<file path="src/rtl/bn_pkg.sv">
// Shared types and defaults for the batch-normalization datapath.
package bn_pkg;

    localparam int IL_DEF = 4;
    localparam int FL_DEF = 16;

    typedef logic signed [IL_DEF+FL_DEF-1:0] fx_t;

    typedef enum logic [1:0] {
        IDLE = 2'd0,
        ACC  = 2'd1,
        DIV  = 2'd2,
        DONE = 2'd3
    } mean_state_t;

endpackage

</file>
<file path="src/rtl/mean_div.sv">
// Unsigned restoring divider, one quotient bit per step; sequencing comes from the caller.
module mean_div #(
    parameter int AW = 25,
    parameter int NW = 5,
    parameter int QW = 20
) (
    input  logic          clk,
    input  logic          rst_n,
    input  logic          i_load,
    input  logic          i_step,
    input  logic [AW-1:0] i_dividend,
    input  logic [NW-1:0] i_divisor,
    output logic [QW-1:0] o_quot_next
);

    logic [NW-1:0] r_rem;
    logic [AW-1:0] r_quo;
    logic [NW:0]   w_trial;
    logic [NW:0]   w_diff;
    logic          w_fit;

    // Dividend bits shift out of the top of r_quo while quotient bits shift in below.
    assign w_trial     = {r_rem, r_quo[AW-1]};
    assign w_fit       = (w_trial >= {1'b0, i_divisor});
    assign w_diff      = w_trial - {1'b0, i_divisor};
    assign o_quot_next = {r_quo[QW-2:0], w_fit};

    always_ff @(posedge clk or negedge rst_n) begin
        if (!rst_n) begin
            r_rem <= '0;
            r_quo <= '0;
        end else if (i_load) begin
            r_rem <= '0;
            r_quo <= i_dividend;
        end else if (i_step) begin
            r_rem <= w_fit ? w_diff[NW-1:0] : w_trial[NW-1:0];
            r_quo <= {r_quo[AW-2:0], w_fit};
        end
    end

endmodule

</file>
<file path="src/rtl/batch_mean_seq.sv">
// Multi-channel batch mean: accumulate num signed samples per channel, then divide by num.
module batch_mean_seq
    import bn_pkg::*;
#(
    parameter int  IL    = IL_DEF,
    parameter int  FL    = FL_DEF,
    parameter int  CH    = 4,
    parameter int  MAX_N = 16,
    localparam int W     = IL + FL,
    localparam int NW    = $clog2(MAX_N + 1),
    localparam int AW    = W + NW
) (
    input  logic                clk,
    input  logic                rst_n,
    input  logic                start,
    input  logic [NW-1:0]       num,
    input  logic                in_valid,
    output logic                in_ready,
    input  logic [CH-1:0][W-1:0] in_data,
    output logic                out_valid,
    input  logic                out_ready,
    output logic [CH-1:0][W-1:0] out_mean,
    output logic                busy,
    output logic                err
);

    localparam int BW = $clog2(AW);

    mean_state_t            r_state;
    logic [NW-1:0]          r_num;
    logic [NW-1:0]          r_cnt;
    logic [BW-1:0]          r_bit;
    logic                   r_err;
    logic [CH-1:0][W-1:0]   r_mean;

    logic w_start_ok;
    logic w_hs;
    logic w_last;
    logic w_div;
    logic w_div_end;

    assign w_start_ok = start && (num >= NW'(1)) && (num <= NW'(MAX_N));
    assign w_hs       = in_valid && (r_state == ACC) && !start;
    assign w_last     = w_hs && ((r_cnt + NW'(1)) == r_num);
    assign w_div      = (r_state == DIV);
    assign w_div_end  = w_div && (r_bit == BW'(AW - 1));

    assign in_ready  = (r_state == ACC);
    assign out_valid = (r_state == DONE);
    assign busy      = (r_state != IDLE);
    assign err       = r_err;
    assign out_mean  = r_mean;

    always_ff @(posedge clk or negedge rst_n) begin
        if (!rst_n) begin
            r_state <= IDLE;
            r_num   <= '0;
            r_cnt   <= '0;
            r_bit   <= '0;
            r_err   <= 1'b0;
        end else begin
            r_err <= start && !w_start_ok;
            if (start) begin
                if (w_start_ok) begin
                    r_state <= ACC;
                    r_num   <= num;
                    r_cnt   <= '0;
                end else begin
                    r_state <= IDLE;
                end
            end else begin
                case (r_state)
                    ACC: begin
                        if (w_hs) begin
                            r_cnt <= r_cnt + NW'(1);
                            if (w_last) begin
                                r_state <= DIV;
                                r_bit   <= '0;
                            end
                        end
                    end
                    DIV: begin
                        if (w_div_end) r_state <= DONE;
                        else           r_bit   <= r_bit + BW'(1);
                    end
                    DONE: begin
                        if (out_ready) r_state <= IDLE;
                    end
                    default: r_state <= IDLE;
                endcase
            end
        end
    end

    for (genvar c = 0; c < CH; c++) begin : g_ch
        logic [AW-1:0] r_acc;
        logic [AW-1:0] w_sext;
        logic [AW-1:0] w_acc_next;
        logic [AW-1:0] w_abs;
        logic [W-1:0]  w_quot;
        logic [W-1:0]  w_mean;

        assign w_sext     = {{NW{in_data[c][W-1]}}, in_data[c]};
        assign w_acc_next = r_acc + w_sext;
        // The divider loads from the post-add sum so DIV starts on the very next cycle.
        assign w_abs      = w_acc_next[AW-1] ? (-w_acc_next) : w_acc_next;
        assign w_mean     = r_acc[AW-1] ? (-w_quot) : w_quot;

        mean_div #(
            .AW(AW),
            .NW(NW),
            .QW(W)
        ) u_div (
            .clk        (clk),
            .rst_n      (rst_n),
            .i_load     (w_last),
            .i_step     (w_div),
            .i_dividend (w_abs),
            .i_divisor  (r_num),
            .o_quot_next(w_quot)
        );

        always_ff @(posedge clk or negedge rst_n) begin
            if (!rst_n) begin
                r_acc     <= '0;
                r_mean[c] <= '0;
            end else begin
                if (w_start_ok)     r_acc <= '0;
                else if (w_hs)      r_acc <= w_acc_next;
                if (w_div_end && !start) r_mean[c] <= w_mean;
            end
        end
    end

endmodule

</file>
<file path="config.mk">
export PLATFORM = sky130hd
export DESIGN_NAME = batch_mean_seq
export DESIGN_NICKNAME = d
export VERILOG_FILES = /design/src/rtl/bn_pkg.sv /design/src/rtl/mean_div.sv /design/src/rtl/batch_mean_seq.sv
export SDC_FILE = /design/constraint.sdc
export NUM_CORES = 1
export LEC_CHECK = 0
export BUFFER_PORTS_ARGS = -buffer_cell sky130_fd_sc_hd__buf_2
export CELL_PAD_IN_SITES_DETAIL_PLACEMENT = 0
export CELL_PAD_IN_SITES_GLOBAL_PLACEMENT = 2
export CORE_MARGIN = 5
export CORE_UTILIZATION = 25
export CTS_BUF_LIST = sky130_fd_sc_hd__clkbuf_16
export DETAILED_ROUTE_END_ITERATION = 8
export GPL_TIMING_DRIVEN = 0
export PLACE_DENSITY = 0.56
export SKIP_CTS_REPAIR_TIMING = 1
export SLEW_MARGIN = 20
export SYNTH_ARGS = -nofsm -noshare
export SYNTH_HDL_FRONTEND = slang
export SYNTH_HIERARCHICAL = 1
export SYNTH_SLANG_ARGS = --single-unit
</file>
<file path="constraint.sdc">
create_clock -name clk -period 7.9 [get_ports clk]
set_input_delay 1.58 -clock clk [delete_from_list [all_inputs] [get_ports clk]]
set_output_delay 1.58 -clock clk [all_outputs]
set_load 0.01 [all_outputs]
</file>
==> impl_metrics.py, run 1 <==
metrics = {
    "outcome": {
        "status": "finished clean",
    },
    "worst_setup_path": {
        "cp.arrival_ns": 5.47,
        "endpoint_kind": "register",
        "path_class": "input pin to register",
        "crit_fanout": 4,
        "critPathLaunchType": "input pin",
        "required_ns": 8.38,
    },
    "floorplan": {
        "die_area_sq_um": 100000,
        "dieWidth_microns": 317,
        "design.core.area_sq_um": 93500,
        "die_h_microns": 317,
        "ioPinCount": 174,
        "std_cell_rows": 112,
        "start_util": 0.252,
    },
    "timing": {
        "setup_tns_ns": 0,
        "slew_violations": 0,
        "fin_skew_ns": 0.0278,
        "final_hold_viol_count": 0,
        "layout_min_cycle_time_ns": 4.99,
        "slew_headroom": 0.277,
        "timing.hold.ws_ns": 0.475,
        "finalWorstSetupSlack_ns": 2.91,
        "setup_viol": 0,
        "rsz0062_at_grt": "no",
        "max_freq_ghz": 0.200,
        "timing.final.crit_share": 0.632,
        "tightest_slew_ns": 1.08,
    },
    "layout": {
        "drive_gt1_frac": 0.136,
        "fin_area_sq_um": 27600,
        "regArea_sq_um": 7960,
        "fin_util": 0.295,
        "multiInputGateArea_sq_um": 14100,
        "nets": 3214,
        "fillers": 10100,
        "area.growth.synth_to_final_pct": 17.0,
    },
    "drt": {
        "ant_nets": 0,
        "routed_wl_microns": 81700,
        "vias": 20700,
        "drc": 0,
        "initialDrtViolationCount": 1070,
        "dr.pass1.iters": 5,
        "vias_per_cell": 4.84,
        "wl_per_cell_microns": 19.1,
    },
    "power_and_ir_drop": {
        "p_leak_nw": 11.6,
        "powerDensity_nw_per_um2": 400,
        "ir_worst_vdd_uv": 148,
    },
    "logic_synthesis": {
        "postSynthAreaPerCell_sq_um": 8.53,
        "yosys_warnings": 6,
        "yosys.area.top_type": "dfrtp_1",
        "synth.area.top_cells": "dfrtp_1, ha_1, nand2_1",
        "synthFlopType": "dfrtp_1",
        "synth_cell_type_count": 91,
        "synth_nets": 2990,
        "synth_area_sq_um": 23600,
        "ys_seq_area_frac": 0.338,
        "synth_edf_count": 0,
        "synthCells": 2761,
        "synth_commonest_cells": "nand2_1, dfrtp_1, o21ai_0",
        "synth_top_cell_area_share": 0.338,
        "synth_seq_cells": 318,
        "yosysMostFrequentCell": "nand2_1",
        "synthArstFlopShare": 1.00,
    },
    "clocking": {
        "h-tree-depth": 2,
        "cts_root_buf": "clkbuf_16",
        "clkLatencyLatePin_ns": 0.58,
        "clk_pin_slew_ns": 0.06,
        "cts_buffers": 44,
        "clock_sinks": 318,
        "cts_tree": "yes",
        "clockBufferDepth": 3,
    },
    "place": {
        "dp_hpwl_microns": 63500,
        "gp_congestion": 0.804,
        "post-place-ws_ns": 2.40,
        "post_dp_cell_area_sq_um": 26100,
        "io_buffers": 173,
    },
    "global_route": {
        "antenna_found_initial": 3,
        "grt_max_degree": 91,
        "grt_pass1_wl_microns": 126000,
        "first_global_vias": 20900,
        "gr-total-overflow": 0,
        "grt_usage": 0.159,
    },
    "flow_run": {
        "drv_cap": 0,
    },
    "worst_hold_path": {
        "hold_class": "register to register",
    },
}
-- worst max-delay path: stages --
cell	delay [ns]
buf_2	0.11
ha_1	0.30
a211oi_1	0.32
o21bai_1	0.15
o21ai_0	0.55
a21oi_1	0.29
a21oi_1	0.36
o21ai_0	0.16
a2111oi_0	0.49
nor3_1	0.12
xnor2_1	0.40
nor4b_1	0.35
nand2_1	0.17
o21ai_0	0.12
-- worst paths after layout --
kind                              start                       to  slack [ns]  depth (start not counted)
setup / recovery            in_data[21]  g_ch[1].u_div/r_quo[24]        2.91                         14
hold / removal             out_mean[73]             out_mean[73]        0.47                          2
setup reg to reg               r_num[0]             out_mean[59]        2.94                         15
hold reg to reg            out_mean[73]             out_mean[73]        0.47                          2
max in group asynchronous         rst_n        g_ch[0].r_acc[12]        5.69                          4
min in group asynchronous         rst_n             out_mean[67]        0.80                          1
-- area by class of cell --
class | instances | area share
flip-flops and latches | 318 | 0.289
diodes | 1 | 0.0000908
clock buffers | 45 | 0.0409
repair buffers | 178 | 0.0363
inverters | 88 | 0.0120
clock inverters | 35 | 0.0106
plain buffers | 221 | 0.0429
well taps | 1254 | 0.0569
multi-input cells | 2134 | 0.511
-- sequential cells by signal (all words and copies together) (netlist names) --
name / count
r_bit: 5
r_cnt: 5
r_state: 2
r_num: 5
err: 1
g_ch.u_div/r_rem: 20
g_ch.u_div/r_quo: 100
g_ch.r_acc: 100
out_mean: 80
-- where the power goes --
| group | leakage, nW | internal (mW) | switching (mW) | total, mW |
|---|---|---|---|---|
| registers | 3.74 | 2.10 | 0.384 | 2.48 |
| clock network | 0.730 | 1.19 | 0.814 | 2.01 |
| logic | 7.09 | 2.62 | 3.91 | 6.53 |
-- routing by layer --
| metal | up-vias | global-route usage | part of all wire |
|---|---|---|---|
| met5 | - | 0 | 0 |
| met4 | 0 | 0.0249 | 0.012 |
| met1 | 10000 | 0.229 | 0.49 |
| li1 | 10200 | - | - |
| met2 | 360 | 0.262 | 0.46 |
| met3 | 65 | 0.0205 | 0.038 |
-- cells by family after synthesis --
| family | count (synthesis) | synth area share |
|---|---|---|
| muxes | 110 | 0.0470 |
| buffers and inverters | 309 | 0.0641 |
| AOI/OAI and AO/OA | 759 | 0.203 |
| and+or+nand+nor | 870 | 0.176 |
| xor gates and xnor gates | 256 | 0.0958 |
| adders and majority gates | 139 | 0.0764 |
| DFF | 318 | 0.338 |
-- stage by stage --
| step | total power, mW | instances |
|---|---|---|
| finish | 11.0 | 4274 |
| CTS | 11.2 | 4273 |
| global placement | 9.05 | 4188 |
| detailed placement | 9.10 | 4193 |
| floorplan | 7.35 | 2761 |
| global route | 12.0 | 4273 |
-- placed cells by master, fill, tap and decap left out, types with 16 or more instances in the layout --
cell type / n
nor4_1: 18
xor2_1: 129
a21oi_1: 125
a211oi_1: 16
a31oi_1: 32
nor2b_1: 21
or3_1: 17
nor2_1: 126
nand2_1: 434
ha_1: 131
nand2b_1: 20
or4_1: 16
nor3_1: 50
xnor2_1: 125
o22ai_1: 60
dfrtp_1: 318
o21a_1: 21
clkbuf_1: 93
and3_1: 21
inv_1: 92
clkbuf_16: 45
o31ai_1: 39
buf_2: 200
mux2i_1: 104
buf_4: 80
a21o_1: 31
o21ai_0: 293
nand3_1: 50
Note: power is estimated with default switching activity, not from simulation.
==> run 2: changes to the inputs <==
- PLACE_DENSITY: 0.56 -> 0.59
- clock period: 7.9 -> 4.5 ns (I/O delays scaled with it)
==> run 2 against run 1 <==
- final area increased by 0.14%
- hold slack got worse by 0.18 ns
- critical endpoint is now out_mean[59]
- largest power group unchanged
- sequential power increased by 75%
- core utilization about the same
- critical path depth increased by 1
==> impl_metrics.py, run 2 (same netlist as run 1, synthesis figures left out) <==
metrics = {
    "floorplan": {
        "std_cell_rows": 112,
        "design.core.area_sq_um": 93500,
        "ioPinCount": 174,
        "die_h_microns": 317,
        "start_util": 0.252,
        "dieWidth_microns": 317,
        "die_area_sq_um": 100000,
    },
    "worst_setup_path": {
        "crit_top_cell": "or4_4",
        "path_class": "register to register",
        "required_ns": 4.94,
        "crit_chain": "ha_2 > fa_2 > nor2b_4 > o31a_4 > nor2_4 > inv_2 > buf_4 > nor4_4 > nand2b_1 > or3_1 > or4_4 > or4_4 > o31ai_4 > xor2_4 > o21ai_0",
        "crit_buf_inv": 2,
        "endpoint_kind": "register",
        "cpMaxStageDelayCell": "dfrtp_2",
        "crit_fanout": 8,
        "r2r_start": "r_num[0]",
        "cp.arrival_ns": 4.76,
        "reg2reg_depth": 15,
        "worstReg2RegEnd": "out_mean[59]",
        "r2r_setup_slack_ns": 0.18,
        "critical_path.top_delay_family": "simple AND/OR/NAND/NOR gates",
        "critPathLaunchType": "register",
        "cpPeakStageDelay_ns": 0.49,
    },
    "timing": {
        "max_freq_ghz": 0.232,
        "tightest_slew_ns": 1.11,
        "fin_skew_ns": 0.0201,
        "timing.final.crit_share": 0.960,
        "rsz0062_at_grt": "no",
        "slew_headroom": 0.261,
        "slew_violations": 0,
        "final_hold_viol_count": 0,
        "setup_tns_ns": 0,
        "layout_min_cycle_time_ns": 4.32,
        "setup_viol": 0,
    },
    "clocking": {
        "clock_sinks": 318,
        "clockBufferDepth": 3,
        "clkLatencyLatePin_ns": 0.57,
        "clk_pin_slew_ns": 0.06,
        "cts_buffers": 44,
        "h-tree-depth": 2,
        "cts_root_buf": "clkbuf_16",
        "cts_tree": "yes",
    },
    "layout": {
        "layout_common_cells": "nand2_1, dfrtp_1, o21ai_0",
        "layout_commonest_cell": "nand2_1",
        "area.growth.synth_to_final_pct": 17.1,
        "fin_util": 0.295,
        "regArea_sq_um": 7970,
        "drive_gt1_frac": 0.140,
        "fin_area_sq_um": 27600,
        "multiInputGateArea_sq_um": 14200,
        "fin_cells": 4278,
        "nets": 3219,
        "fillers": 10000,
    },
    "global_route": {
        "antenna_found_initial": 5,
        "grt_usage": 0.158,
        "grt_max_degree": 87,
        "first_global_vias": 21100,
        "grt_pass1_wl_microns": 125000,
        "gr-total-overflow": 0,
    },
    "power_and_ir_drop": {
        "power_mw": 19.1,
        "powerDensity_nw_per_um2": 694,
        "p_leak_nw": 11.6,
        "ir_worst_vdd_uv": 281,
    },
    "drt": {
        "vias": 20600,
        "dr.pass1.iters": 5,
        "wl_per_cell_microns": 18.8,
        "vias_per_cell": 4.80,
        "initialDrtViolationCount": 1131,
        "drc": 0,
        "routed_wl_microns": 80600,
        "ant_nets": 0,
    },
    "place": {
        "post_dp_cell_area_sq_um": 26100,
        "dp_hpwl_microns": 62300,
        "gp_congestion": 0.827,
        "dpl.cell_count": 4192,
        "io_buffers": 173,
    },
    "outcome": {
        "status": "finished clean",
    },
    "worst_hold_path": {
        "hold_class": "input pin to async pin",
    },
    "flow_run": {
        "drv_cap": 0,
    },
}
run 2: cell count changes in the layout (fill, tap and decap cells not counted), sizes merged:
cell | previous run | this run
buf | 303 | 308
bufinv | 5 | 3
clkinv | 19 | 17
inv | 98 | 101
run 2: worst register-to-register path: cells and delay by family (launching register included):
kind | cells | cell delay [ns]
AOI/OAI and AO/OA | 3 | 0.81
adders and majority gates | 2 | 0.49
buffers and inverters | 2 | 0.21
and+or+nand+nor | 7 | 1.87
xor gates and xnor gates | 1 | 0.33
DFF | 1 | 0.49
run 2: how the worst max path moves through the flow:
stage	from	end	slack, ns	cells after the start
final	r_num[0]	out_mean[59]	0.18	15
after CTS	r_num[1]	out_mean[59]	-0.55	14
after global placement	rst_n	g_ch[1].r_acc[14]	-4.25	1
after detailed placement	r_num[1]	out_mean[59]	-0.51	14
after floorplan	in_data[40]	g_ch[2].u_div/r_quo[23]	0.60	15
after global routing	g_ch[3].r_acc[0]	g_ch[3].u_div/r_quo[20]	0.001	16
run 2: cell type report:
cell class,instances,area share
clock buffer,45,0.0408
antenna,1,0.0000907
multi-input combinational,2134,0.513
inverter,88,0.0120
tap,1254,0.0569
buffer,221,0.0429
timing repair buffer,183,0.0369
sequential,318,0.289
clock inverter,34,0.00843
run 2: metal layers:
| layer | wire (microns) | global-route usage |
|---|---|---|
| met3 | 3240 | 0.0213 |
| met4 | 1370 | 0.0290 |
| met1 | 39500 | 0.225 |
| met5 | 13 | 0 |
| met2 | 36500 | 0.258 |
run 2: through the flow:
stage / setup WS (ns) / hold WS, ns
floorplan: 0.599 / 0.444
global placement: -4.25 / 0.466
detailed placement: -0.510 / 0.468
CTS: -0.553 / 0.293
global route: 0.00122 / 0.328
finish: 0.181 / 0.291
run 2: report_power, final:
group / switching (mW) / internal, mW / leakage (nW)
sequential: 0.667 / 3.68 / 3.73
clock: 1.42 / 1.97 / 0.708
combinational: 6.78 / 4.62 / 7.11
total: 8.86 / 10.3 / 11.6
==> run 3: changes to the inputs <==
- CTS_BUF_LIST: sky130_fd_sc_hd__clkbuf_16 -> sky130_fd_sc_hd__clkbuf_4 sky130_fd_sc_hd__clkbuf_8
==> run 3 against run 2 <==
- non-clock buffer count unchanged
- total power increased by 0.92%
- clock skew increased by 0.024 ns
- largest cell class unchanged
- highest routed layer is now met4
==> impl_metrics.py, run 3 (same netlist as run 1, synthesis figures left out) <==
metrics = {
    "outcome": {
        "status": "finished clean",
    },
    "global_route": {
        "grt_max_degree": 87,
        "grt_usage": 0.159,
        "grt_pass1_wl_microns": 126000,
        "first_global_vias": 21300,
        "gr-total-overflow": 0,
        "antenna_found_initial": 6,
    },
    "worst_setup_path": {
        "crit_fanout": 8,
        "endpoint_kind": "register",
        "path_class": "register to register",
        "required_ns": 5.00,
        "critPathLaunchType": "register",
        "cp.arrival_ns": 4.82,
    },
    "timing": {
        "finalWorstSetupSlack_ns": 0.178,
        "slew_violations": 0,
        "setup_viol": 0,
        "tightest_slew_ns": 1.09,
        "final_hold_viol_count": 0,
        "setup_tns_ns": 0,
        "fin_skew_ns": 0.0444,
        "timing.hold.ws_ns": 0.256,
        "slew_headroom": 0.275,
        "layout_min_cycle_time_ns": 4.32,
        "timing.final.crit_share": 0.961,
        "max_freq_ghz": 0.231,
    },
    "layout": {
        "fin_cells": 4331,
        "fin_util": 0.297,
        "drive_gt1_frac": 0.161,
        "layout_common_cells": "nand2_1, dfrtp_1, o21ai_0",
        "layout_commonest_cell": "nand2_1",
        "fin_area_sq_um": 27800,
        "nets": 3245,
        "fillers": 10100,
        "area.growth.synth_to_final_pct": 18.0,
    },
    "place": {
        "dp_hpwl_microns": 62300,
        "dpl.cell_count": 4192,
        "post_dp_cell_area_sq_um": 26100,
        "io_buffers": 173,
        "post-place-ws_ns": -0.510,
        "gp_congestion": 0.827,
    },
    "clocking": {
        "cts_buffers": 70,
        "h-tree-depth": 3,
        "cts_root_buf": "clkbuf_8",
        "clkLatencyLatePin_ns": 0.66,
        "clk_pin_slew_ns": 0.06,
        "cts_tree": "yes",
        "clockBufferDepth": 3,
        "clock_sinks": 318,
    },
    "drt": {
        "ant_nets": 0,
        "dr.pass1.iters": 5,
        "drc": 0,
        "wl_per_cell_microns": 18.7,
        "vias": 20700,
        "initialDrtViolationCount": 1187,
        "routed_wl_microns": 81000,
        "vias_per_cell": 4.77,
    },
    "power_and_ir_drop": {
        "powerDensity_nw_per_um2": 695,
        "ir_worst_vdd_uv": 282,
        "power_mw": 19.3,
        "p_leak_nw": 11.7,
    },
    "floorplan": {
        "die_area_sq_um": 100000,
        "design.core.area_sq_um": 93500,
        "ioPinCount": 174,
        "std_cell_rows": 112,
        "dieWidth_microns": 317,
        "die_h_microns": 317,
        "start_util": 0.252,
    },
    "worst_hold_path": {
        "hold_class": "input pin to async pin",
    },
    "flow_run": {
        "drv_cap": 0,
    },
}
[run 3: cell count changes in the layout (fill, tap and decap cells not counted), moves of 2 or more]
cell and change:
clkbuf_16 -45, clkinv_1 -10, inv_1 -11, diode_2 +4, clkbuf_4 +24, bufinv_16 -2
clkbuf_8 +93
[run 3: worst max-delay path, stage by stage, from the launching register on]
cell and delay [ns]:
dfrtp_1 0.44, inv_1 0.08, ha_1 0.18, fa_2 0.26
nor2b_4 0.05, o31a_4 0.33, nor2_4 0.13, inv_2 0.07
buf_4 0.15, nor4_4 0.28, nand2b_1 0.12, or3_4 0.36
or4_4 0.44, or4_4 0.47, o31ai_4 0.36, xor2_4 0.33
o21ai_0 0.12
[run 3: report_power, final]
part	leakage [nW]	internal [mW]	switching, mW	total (mW)
combinational	7.11	4.62	6.76	11.4
clock	0.826	2.10	1.49	3.59
sequential	3.73	3.69	0.663	4.35
total	11.7	10.4	8.91	19.3
[run 3: cell type report]
type / instances / area, sq um / share of cell area
well taps: 1254 / 1570 / 0.0564
clock buffers: 117 / 1460 / 0.0525
plain buffers: 221 / 1180 / 0.0426
diodes: 5 / 12.5 / 0.000450
multi-input cells: 2134 / 14200 / 0.510
inverters: 88 / 330 / 0.0119
repair buffers: 183 / 1020 / 0.0366
clock inverters: 11 / 92.6 / 0.00333
flip-flops and latches: 318 / 7960 / 0.286
[run 3: worst paths after layout]
| check | startpoint | endpoint | slack [ns] | cells past startpoint |
|---|---|---|---|---|
| min in group clk | out_mean[18] | out_mean[18] | 0.47 | 2 |
| worst min-delay path | rst_n | out_mean[68] | 0.26 | 1 |
| worst min register to register | out_mean[18] | out_mean[18] | 0.47 | 2 |
| worst max register to register | g_ch[2].u_div/r_quo[24] | out_mean[59] | 0.18 | 16 |
| max in group asynchronous | rst_n | g_ch[1].r_acc[19] | 2.93 | 3 |
| worst max-delay path | g_ch[2].u_div/r_quo[24] | out_mean[59] | 0.18 | 16 |
[run 3: routing by layer]
layer	vias to the layer above	part of all wire	GRT usage
met3	91	0.041	0.0256
met1	9877	0.49	0.225
met5	-	0	0
li1	10300	-	-
met2	391	0.45	0.257
met4	0	0.021	0.0346
